[src/rtl/apb_arb_pkg.sv]
// Shared types and helpers for the APB master arbiter: FSM encoding, PSEL
// geometry and the round-robin pick used by apb_rr_arbiter.
package apb_arb_pkg;

    typedef enum logic [1:0] {
        ST_IDLE   = 2'd0,
        ST_SETUP  = 2'd1,
        ST_ACCESS = 2'd2
    } apb_state_t;

    localparam int PSEL_WIDTH = 16;
    localparam int SLOT_BITS  = 4;
    localparam int MAX_REQ    = 8;

    // First set bit of valid searching upward from last+1, wrapping at num_req.
    // Returns last when nothing is valid; callers qualify with any-valid.
    function automatic logic [2:0] rr_pick(input logic [MAX_REQ-1:0] valid,
                                           input logic [2:0]         last,
                                           input int unsigned        num_req);
        logic [2:0]  pick;
        int unsigned idx;
        pick = last;
        // Walk from the farthest offset down so the nearest hit is written last.
        for (int unsigned i = MAX_REQ; i >= 1; i--) begin
            if (i <= num_req) begin
                idx = 32'(last) + i;
                if (idx >= num_req) begin
                    idx = idx - num_req;
                end
                if (valid[idx[2:0]]) begin
                    pick = idx[2:0];
                end
            end
        end
        return pick;
    endfunction

endpackage

[src/rtl/apb_rr_arbiter.sv]
// Round-robin picker: combinational grant index from the request mask.
// Latency: pick is same-cycle; last_grant advances on the update strobe.
// Backpressure: none; the caller decides when a grant is consumed.
module apb_rr_arbiter
    import apb_arb_pkg::*;
#(
    parameter int NUM_REQ = 4,
    parameter int IDX_W   = $clog2(NUM_REQ)
) (
    input  logic               clk,
    input  logic               rst_n,
    input  logic [NUM_REQ-1:0] valid,
    input  logic               update,
    input  logic [IDX_W-1:0]   update_idx,
    output logic [IDX_W-1:0]   grant_idx,
    output logic               any_valid
);

    logic [IDX_W-1:0]   last_grant;
    logic [MAX_REQ-1:0] valid_pad;
    logic [2:0]         pick;

    always_comb begin
        valid_pad              = '0;
        valid_pad[NUM_REQ-1:0] = valid;
        pick                   = rr_pick(valid_pad, 3'(last_grant), NUM_REQ);
        grant_idx              = IDX_W'(pick);
        any_valid              = |valid;
    end

    // Parking on the top index makes requester 0 the first winner after reset.
    always_ff @(posedge clk or negedge rst_n) begin
        if (!rst_n) begin
            last_grant <= IDX_W'(NUM_REQ - 1);
        end else if (update) begin
            last_grant <= update_idx;
        end
    end

endmodule

[src/rtl/apb_master_arbiter.sv]
// Shares one APB3 master port among NUM_REQ requesters with round-robin grant.
// Latency: 3 cycles minimum from REQ_VALID to REQ_DONE, plus slave wait states.
// Backpressure: requesters hold REQ_VALID until REQ_DONE; PREADY stalls ACCESS.
module apb_master_arbiter
    import apb_arb_pkg::*;
#(
    parameter int NUM_REQ        = 4,
    parameter int SEL_LSB        = 24,
    parameter int TIMEOUT_CYCLES = 256,
    parameter int TPD            = 1
) (
    input  logic                    PCLK,
    input  logic                    PRESETN,
    input  logic [NUM_REQ-1:0]      REQ_VALID,
    input  logic [NUM_REQ-1:0]      REQ_WRITE,
    input  logic [NUM_REQ*32-1:0]   REQ_ADDR,
    input  logic [NUM_REQ*32-1:0]   REQ_WDATA,
    output logic [NUM_REQ-1:0]      REQ_DONE,
    output logic                    REQ_ERR,
    output logic [31:0]             REQ_RDATA,
    output logic [31:0]             PADDR,
    output logic [PSEL_WIDTH-1:0]   PSEL,
    output logic                    PENABLE,
    output logic                    PWRITE,
    output logic [31:0]             PWDATA,
    input  logic [31:0]             PRDATA,
    input  logic                    PREADY,
    input  logic                    PSLVERR,
    output logic                    TIMEOUT_IRQ
);

    localparam int IDX_W   = $clog2(NUM_REQ);
    localparam int CNT_RAW = $clog2(TIMEOUT_CYCLES + 1);
    localparam int CNT_W   = (CNT_RAW < 1) ? 1 : CNT_RAW;

    apb_state_t state_q, state_nxt;

    logic [IDX_W-1:0]      grant_idx, grant_q;
    logic                  any_valid;
    logic [NUM_REQ-1:0]    arb_valid;
    logic [31:0]           win_addr, win_wdata;
    logic                  win_write;
    logic [CNT_W-1:0]      cnt_q, cnt_nxt;
    logic                  do_grant, do_complete, do_timeout;

    logic [31:0]           paddr_q, pwdata_q, rdata_q;
    logic [PSEL_WIDTH-1:0] psel_q;
    logic                  penable_q, pwrite_q, err_q, irq_q;
    logic [NUM_REQ-1:0]    done_q;

    // The finishing requester still shows VALID during its DONE cycle; it sits
    // that cycle out so any other pending requester wins the next slot.
    assign arb_valid = REQ_VALID & ~done_q;

    apb_rr_arbiter #(
        .NUM_REQ (NUM_REQ),
        .IDX_W   (IDX_W)
    ) u_rr_arbiter (
        .clk        (PCLK),
        .rst_n      (PRESETN),
        .valid      (arb_valid),
        .update     (do_complete),
        .update_idx (grant_q),
        .grant_idx  (grant_idx),
        .any_valid  (any_valid)
    );

    always_comb begin
        win_addr  = REQ_ADDR[32*int'(grant_idx) +: 32];
        win_wdata = REQ_WDATA[32*int'(grant_idx) +: 32];
        win_write = REQ_WRITE[grant_idx];
    end

    always_ff @(posedge PCLK or negedge PRESETN) begin
        if (!PRESETN) begin
            state_q <= ST_IDLE;
        end else begin
            state_q <= state_nxt;
        end
    end

    always_comb begin
        state_nxt   = state_q;
        cnt_nxt     = cnt_q;
        do_grant    = 1'b0;
        do_complete = 1'b0;
        do_timeout  = 1'b0;
        case (state_q)
            ST_IDLE: begin
                if (any_valid) begin
                    do_grant  = 1'b1;
                    state_nxt = ST_SETUP;
                end
            end
            ST_SETUP: begin
                cnt_nxt   = '0;
                state_nxt = ST_ACCESS;
            end
            ST_ACCESS: begin
                if (PREADY) begin
                    do_complete = 1'b1;
                    state_nxt   = ST_IDLE;
                end else if ((TIMEOUT_CYCLES != 0) &&
                             (cnt_q == CNT_W'(TIMEOUT_CYCLES - 1))) begin
                    do_complete = 1'b1;
                    do_timeout  = 1'b1;
                    state_nxt   = ST_IDLE;
                end else begin
                    cnt_nxt = cnt_q + 1'b1;
                end
            end
            default: begin
                state_nxt = ST_IDLE;
            end
        endcase
    end

    always_ff @(posedge PCLK or negedge PRESETN) begin
        if (!PRESETN) begin
            cnt_q     <= '0;
            grant_q   <= '0;
            paddr_q   <= '0;
            pwdata_q  <= '0;
            pwrite_q  <= 1'b0;
            psel_q    <= '0;
            penable_q <= 1'b0;
            done_q    <= '0;
            err_q     <= 1'b0;
            rdata_q   <= '0;
            irq_q     <= 1'b0;
        end else begin
            cnt_q   <= cnt_nxt;
            done_q  <= '0;
            err_q   <= 1'b0;
            rdata_q <= '0;
            if (do_grant) begin
                grant_q  <= grant_idx;
                paddr_q  <= win_addr;
                pwdata_q <= win_wdata;
                pwrite_q <= win_write;
                psel_q   <= PSEL_WIDTH'(1) << win_addr[SEL_LSB +: SLOT_BITS];
            end
            if (state_q == ST_SETUP) begin
                penable_q <= 1'b1;
            end
            if (do_complete) begin
                psel_q          <= '0;
                penable_q       <= 1'b0;
                done_q[grant_q] <= 1'b1;
                err_q           <= do_timeout | PSLVERR;
                rdata_q         <= (do_timeout || pwrite_q) ? 32'd0 : PRDATA;
                if (do_timeout) begin
                    irq_q <= 1'b1;
                end
            end
        end
    end

    // TPD is a simulation-only delay; synthesised outputs come straight from flops.
    if (TPD >= 0) begin : g_out
        assign PADDR       = paddr_q;
        assign PSEL        = psel_q;
        assign PENABLE     = penable_q;
        assign PWRITE      = pwrite_q;
        assign PWDATA      = pwdata_q;
        assign REQ_DONE    = done_q;
        assign REQ_ERR     = err_q;
        assign REQ_RDATA   = rdata_q;
        assign TIMEOUT_IRQ = irq_q;
    end

endmodule

[config.mk]
export PLATFORM = sky130hd
export DESIGN_NAME = apb_master_arbiter
export DESIGN_NICKNAME = d
export VERILOG_FILES = /design/src/rtl/apb_arb_pkg.sv /design/src/rtl/apb_rr_arbiter.sv /design/src/rtl/apb_master_arbiter.sv
export SDC_FILE = /design/constraint.sdc
export NUM_CORES = 1
export LEC_CHECK = 0
export CORE_AREA = 2 2 165 167
export CTS_CLUSTER_SIZE = 24
export DETAILED_ROUTE_END_ITERATION = 8
export DIE_AREA = 0 0 167 169
export GPL_ROUTABILITY_DRIVEN = 0
export GPL_TIMING_DRIVEN = 1
export PLACE_DENSITY = 0.62
export SYNTH_ARGS = -nofsm -noshare
export SYNTH_HDL_FRONTEND = slang
export SYNTH_SLANG_ARGS = --single-unit
[constraint.sdc]
create_clock -name PCLK -period 3.8 [get_ports PCLK]
set_clock_uncertainty 0.2 [all_clocks]
set_input_delay 0.76 -clock PCLK [delete_from_list [all_inputs] [get_ports PCLK]]
set_output_delay 0.76 -clock PCLK [all_outputs]
set_load 0.01 [all_outputs]
# Yosys cells after proc, flatten, opt, wreduce, memory -nomap -nowiden
# Cells that the tools add are included.
[op_classes]
n_addsub = 9
multipliers = 0
div = 0
shifts = 3
n_eq_ne = 7
magnitude_cmp = 11
n_mux = 42
n_reduce_logical = 10
bitwise = 3
[op_table]
columns = ["cell", "n"]
rows = [
  ["indexed part select 128 x 8 -> 32 bit", 2],
  [">= comparator 32 x 3 -> 1 bit, second input constant", 3],
  ["two-way mux 32 bit", 2],
  ["two-way mux 16 bit", 2],
  ["two-way mux 9 bit", 2],
  ["case mux 9 bit (2 select lines)", 1],
  ["less-than comparator 3 x 4 -> 1 bit, second input constant", 4],
  ["two-way mux 1 bit", 16],
  ["left shift 1 x 4 -> 16 bit, first input constant", 1],
  ["two-way mux 2 bit", 7],
  ["binary-select mux 1 bit (select 3 bit)", 4],
  ["two-way mux 3 bit", 4],
  ["subtractor 3 bit, second input constant", 4],
  ["adder 9 x 1 -> 9 bit, second input constant", 1],
  ["equality test 9 x 8 -> 1 bit, second input constant", 1],
  ["adder 2 x 2 -> 3 bit, second input constant", 2],
  ["less-than comparator 2 x 3 -> 1 bit, second input constant", 2],
  ["!= test 2 bit, second input constant", 3],
  ["case mux 2 bit (3 select lines)", 1],
  ["nonzero test 2 bit", 3],
  ["adder 2 x 3 -> 4 bit, second input constant", 1],
  ["bitwise AND 4 bit", 1],
  [">= comparator 4 x 3 -> 1 bit, second input constant", 1],
  ["two-way mux 4 bit", 1],
  ["15 further kinds", 16],
]
[totals]
mem_bits_ro = 0
register_bits = 135
out_inout_bits = 120
latchBits = 0
memories = 0
ramBits = 0

# Depth between registers and ports, before layout
[depth]
ltp_word = 13
mapped_depth = 13
ltp_nobuf = 9

# By module
# Synthesis repeated with hierarchy kept, for this count alone.
[unflattened]
hier_cells = 574
area_unflattened_um2 = 6759.0
[by_module_without_submodules]
columns = ["mod", "instances", "cells_per_inst", "area_each_um2"]
rows = [
  ["apb_master_arbiter", 1, 546, 6503.7],
  ["apb_rr_arbiter", 1, 28, 255.2],
]

# Least setup slack after synthesis
# No wires, ideal clock.
[synth_path]
path_type = "flip-flop to flip-flop"
from = "reg u_rr_arbiter.last_grant[0]"
to = "reg psel_q[0], in the netlist PSEL[0]"
stages_incl_launch_ff = 12
path_buffers = 2
period_less_slack_ns = 3.328
required_time_ns = 3.490
t_arrival_ns = 3.017
slack_ns = 0.472
cell_sequence = "dfstp_2 buf_4 clkinv_1 ha_1 buf_6 or4b_4 o311ai_2 a41oi_4 nor2_8 mux2i_1 mux2i_2 o41ai_1"
[synth_via]
elab_chain_len = 13
[synth_lines]
columns = ["element", "line", "text"]
rows = [
  ["from (decl)", "apb_rr_arbiter.sv:19", "logic [IDX_W-1:0] last_grant;"],
  ["from (signal assigned)", "apb_rr_arbiter.sv:34", "last_grant <= IDX_W'(NUM_REQ - 1);"],
  ["from (signal assigned)", "apb_rr_arbiter.sv:36", "last_grant <= update_idx;"],
  ["branches (longest 8 deep; another with >= comparator 32 x 3 -> 1 bit)", "--", ""],
  ["two-way mux 2 bit (*)", "apb_arb_pkg.sv:30", "if (valid[idx[2:0]]) begin"],
  ["indexed part select 128 x 8 -> 32 bit (*)", "apb_master_arbiter.sv:69", "win_addr = REQ_ADDR[32*int'(grant_idx) +: 32];"],
  ["left shift 1 x 4 -> 16 bit (*)", "apb_master_arbiter.sv:141", "psel_q <= PSEL_WIDTH'(1) << win_addr[SEL_LSB +: SLOT_BITS];"],
  ["two-way mux 16 bit (*)", "apb_master_arbiter.sv:136", "if (do_grant) begin"],
  ["two-way mux 16 bit (*)", "apb_master_arbiter.sv:146", "if (do_complete) begin"],
  ["to (signal assigned)", "apb_master_arbiter.sv:141", ""],
  ["to (decl)", "apb_master_arbiter.sv:47", "logic [PSEL_WIDTH-1:0] psel_q;"],
]
# Mark *: on every way between the ends. The select of a mux whose other input is x is not followed.
# A chain may end at the register's enable or synchronous reset.

# Worst setup path in the final report
[layout_path]
from = "reg u_rr_arbiter.last_grant[0]"
to = "reg paddr_q[2], in the netlist PADDR[2]"
[layout_via]
elab_chain_len = 10
[layout_lines]
columns = ["element", "line", "text"]
rows = [
  ["branches (longest 8 deep; another with >= comparator 32 x 3 -> 1 bit)", "--", ""],
  ["two-way mux 2 bit (*)", "apb_arb_pkg.sv:30", ""],
  ["indexed part select 128 x 8 -> 32 bit (*)", "apb_master_arbiter.sv:69", ""],
  ["to (signal assigned)", "apb_master_arbiter.sv:138", "paddr_q <= win_addr;"],
  ["to (decl)", "apb_master_arbiter.sv:46", "logic [31:0] paddr_q, pwdata_q, rdata_q;"],
]
# Marked as above.

==> flow_metrics.env <==
export IMPL_cellPowerDensity_nw_per_um2=847
export IMPL_rsz_0062_raised_after_global_routing="false"
export IMPL_clock_tree_root_cell="sky130_fd_sc_hd__clkbuf_16"
export IMPL_hold_slack_ps=246
export IMPL_floorplan_io_pins=420
export IMPL_power_total_mw=10.8
export IMPL_globalRoute_totalOverflow=0
export IMPL_grt_met2_usage_pct=30.8
export IMPL_setup_slack_ps=307
export IMPL_drt_vias_per_instance=4.63
export IMPL_place_detailed_hpwl_um=20300
export IMPL_synth_area_leader_cell="sky130_fd_sc_hd__dfrtp_1"
export IMPL_worstSetupEndpointType="register"
export IMPL_fin_crit_ps=3490
export IMPL_cp_data_arrival_time_ps=3590
export IMPL_netSwitchingFraction_pct=40.1
export IMPL_p_clk_share_pct=15.7
export IMPL_synth_enable_flop_cells=0
export IMPL_global_route_wire_length_before_repair_um=39400
export IMPL_dieArea_um2=28200
export IMPL_gr_usage_met3_pct=5.14
export IMPL_setup_viol=0
export IMPL_seq_power_share_pct=21.4
export IMPL_tritoncts="done"
export IMPL_crit_path_start_kind="register"
export IMPL_layout_common_cells="sky130_fd_sc_hd__clkdlybuf4s50_1, sky130_fd_sc_hd__dfrtp_1, sky130_fd_sc_hd__mux2i_1"
export IMPL_dpl_worst_slack_ps=178
export IMPL_post_route_drc_count=0
export IMPL_detail_route_antenna_nets=0
export IMPL_cpMostUsedCell="sky130_fd_sc_hd__buf_4"
export IMPL_clock_fmax_mhz=286
export IMPL_syn_avg_cell_area_um2=11.0
export IMPL_critical_path_slowest_cell="sky130_fd_sc_hd__dfstp_2"
export IMPL_drive_above_1_share_pct=13.0
export IMPL_ctsLongestPathBuffers=2
export IMPL_layout_commonest_cell="sky130_fd_sc_hd__clkdlybuf4s50_1"
export IMPL_routedWlPerCell_um=18.0
export IMPL_cp_top_family="simple AND/OR/NAND/NOR gates"
export IMPL_core_um2=26500
export IMPL_vdd_ir_drop_worst_mv=0.773
export IMPL_internal_cell_power_mw=6.48
export IMPL_tns_ps=0
export IMPL_post_cts_resized=0
export IMPL_synth_top_area_share_pct=44.1
export IMPL_power_switching_mw=4.34
export IMPL_grt_use_total_pct=18.0
export IMPL_cts_setup_buffers=0
export IMPL_tightestPinTransition_ps=1020
export IMPL_synth_area_leaders="sky130_fd_sc_hd__dfrtp_1, sky130_fd_sc_hd__mux2i_1, sky130_fd_sc_hd__mux2_2"
export IMPL_max_cap_viol_count=0
export IMPL_final_area_um2=12800
export IMPL_initial_core_util_pct=28.5
export IMPL_outcome="finished clean"
export IMPL_die_height_um=169
export IMPL_synth_yosys_warnings=0
export IMPL_routed_via_count=6749
export IMPL_yosys_register_bits=135
export IMPL_syn2layout_area_growth_pct=69.1
export IMPL_gr_usage_met1_pct=22.2
export IMPL_antenna_cells_inserted=0
export IMPL_dr_pass1_iters=4
export IMPL_drv_slew=0
export IMPL_placement_io_buffers=419
export IMPL_cp_slowest_stage_delay_ps=660
export IMPL_top_usage_layer="met2"
export IMPL_worstPathRequired_ps=3900
export IMPL_power_static_leakage_nw=5.46
export IMPL_cp_num_buf_inv=4
export IMPL_post_synth_num_cell_types=54
export IMPL_finalNetCount=1406
export IMPL_grt_pass1_vias=6795
export IMPL_grt_max_degree=96
export IMPL_path_class_of_the_lowest_slack_min_delay_path="in2async"
export IMPL_clock_sinks=135
export IMPL_postCtsHoldBufs=0
export IMPL_netlist_instances=686
export IMPL_ys_dominant_reg_cell="sky130_fd_sc_hd__dfrtp_1"
export IMPL_fillers=2504
export IMPL_worst_slew_margin_rel_pct=32.3
export IMPL_critical_path_peak_fanout=33
export IMPL_first_iter_violations=275
export IMPL_die_width_um=167
export IMPL_timing_critical_path_cells="clkinv_1 -> ha_1 -> buf_4 -> or4bb_1 -> nand4_1 -> a41oi_4 -> nor2_8 -> buf_12 -> buf_4 -> mux2i_1 -> mux2_2 -> o21ai_1"
export IMPL_cts_buffers_inserted=17
export IMPL_period_share_pct=91.9
export IMPL_routed_wl_um=26200
export IMPL_mappedNetlistArea_um2=7550
export IMPL_clkSlewWorstSetupHoldPaths_ps=70
export IMPL_seq_area_frac_synth_pct=44.8
export IMPL_antenna_found_initial=0
export IMPL_final_seq_area_um2=3380
export IMPL_report_final_hold_viol_count=0
export IMPL_pwr_share_comb_pct=62.9
export IMPL_clock_tree_htree_level_count=4
export IMPL_mappedNetlistNets=989
export IMPL_multi_input_comb_area_um2=3880
export IMPL_std_cell_rows=60
export IMPL_place_area_um2=12200
export IMPL_synthArstFlopShare_pct=100
export IMPL_worstSetupPathType="reg2reg"
export IMPL_clkLatencyLatePin_ps=420
[layout make-up]
class                   count  area share, %
repair buffers            442           35.0
multi-input cells         503           30.4
flip-flops and latches    135           26.5
clock buffers              18           3.36
well taps                 341           3.34
clock inverters            14           1.28
inverters                   4          0.118
[Yosys cell counts, drive strengths merged, types with 2 or more instances]
library cell	instances
nand3	28
clkbuf	22
o31ai	3
nand2b	4
mux2i	128
o41ai	16
nand4	5
a211oi	2
buf	22
o211ai	3
ha	3
nand2	81
and2	33
xor2	4
nor3b	2
dfstp	2
o21ai	76
and3	6
inv	3
a21o	2
nor2b	6
nor3	4
dfrtp	133
mux2	64
a31o	2
a21oi	2
nand4b	2
nor2	13
[flip-flops by register name, summed over array words and instances (netlist names)]
name	count
REQ_DONE	4
PWDATA	32
state_q	2
PENABLE	1
PADDR	32
u_rr_arbiter.last_grant	2
PWRITE	1
grant_q	2
TIMEOUT_IRQ	1
PSEL	16
REQ_RDATA	32
cnt_q	9
REQ_ERR	1
[metrics by stage]
stage                     util, %  std cells
after global placement       45.9       1425
final                        48.2       1457
after global routing         48.2       1457
after detailed placement     45.9       1425
after CTS                    48.2       1457
after floorplan                 -        686
[final timing paths]
| path | from | endpoint | slack [ps] | cells past startpoint |
|---|---|---|---|---|
| setup / recovery | u_rr_arbiter.last_grant[0] | PADDR[2] | 310 | 12 |
| hold / removal | PRESETN | REQ_RDATA[24] | 250 | 1 |
| setup reg to reg | u_rr_arbiter.last_grant[0] | PADDR[2] | 310 | 12 |
| hold reg to reg | PWDATA[26] | PWDATA[26] | 280 | 2 |
| max in group asynchronous | PRESETN | PWDATA[26] | 2340 | 2 |
| min in group PCLK | PWDATA[26] | PWDATA[26] | 280 | 2 |
[logic make-up (layout without fill, tap and decap cells)]
| family | Yosys count | in the layout | synth area share [%] |
|---|---|---|---|
| AOI/OAI and AO/OA | 115 | 115 | 11.1 |
| DFF | 135 | 135 | 44.8 |
| adders and majority gates | 3 | 3 | 0.497 |
| and+or+nand+nor | 189 | 189 | 12.6 |
| muxes | 192 | 192 | 26.7 |
| xor gates and xnor gates | 4 | 4 | 0.464 |
| buffers and inverters | 48 | 478 | 3.88 |
[routing by layer]
layer  part of all wire (%)  routed length (um)
met5                      0                   0
met4                    1.4                 358
met3                    6.2                1630
met2                     50               13200
met1                     42               11000
[power groups by stage]
stage / clock network, mW / logic [mW] / registers, mW
finish: 1.70 / 6.81 / 2.31
global route: 1.81 / 7.38 / 2.38
CTS: 1.75 / 6.90 / 2.32
detailed placement: 0 / 6.87 / 2.33
global placement: 0 / 6.80 / 2.33
floorplan: 0 / 4.38 / 2.48
Note: power is estimated with default switching activity, not from simulation.
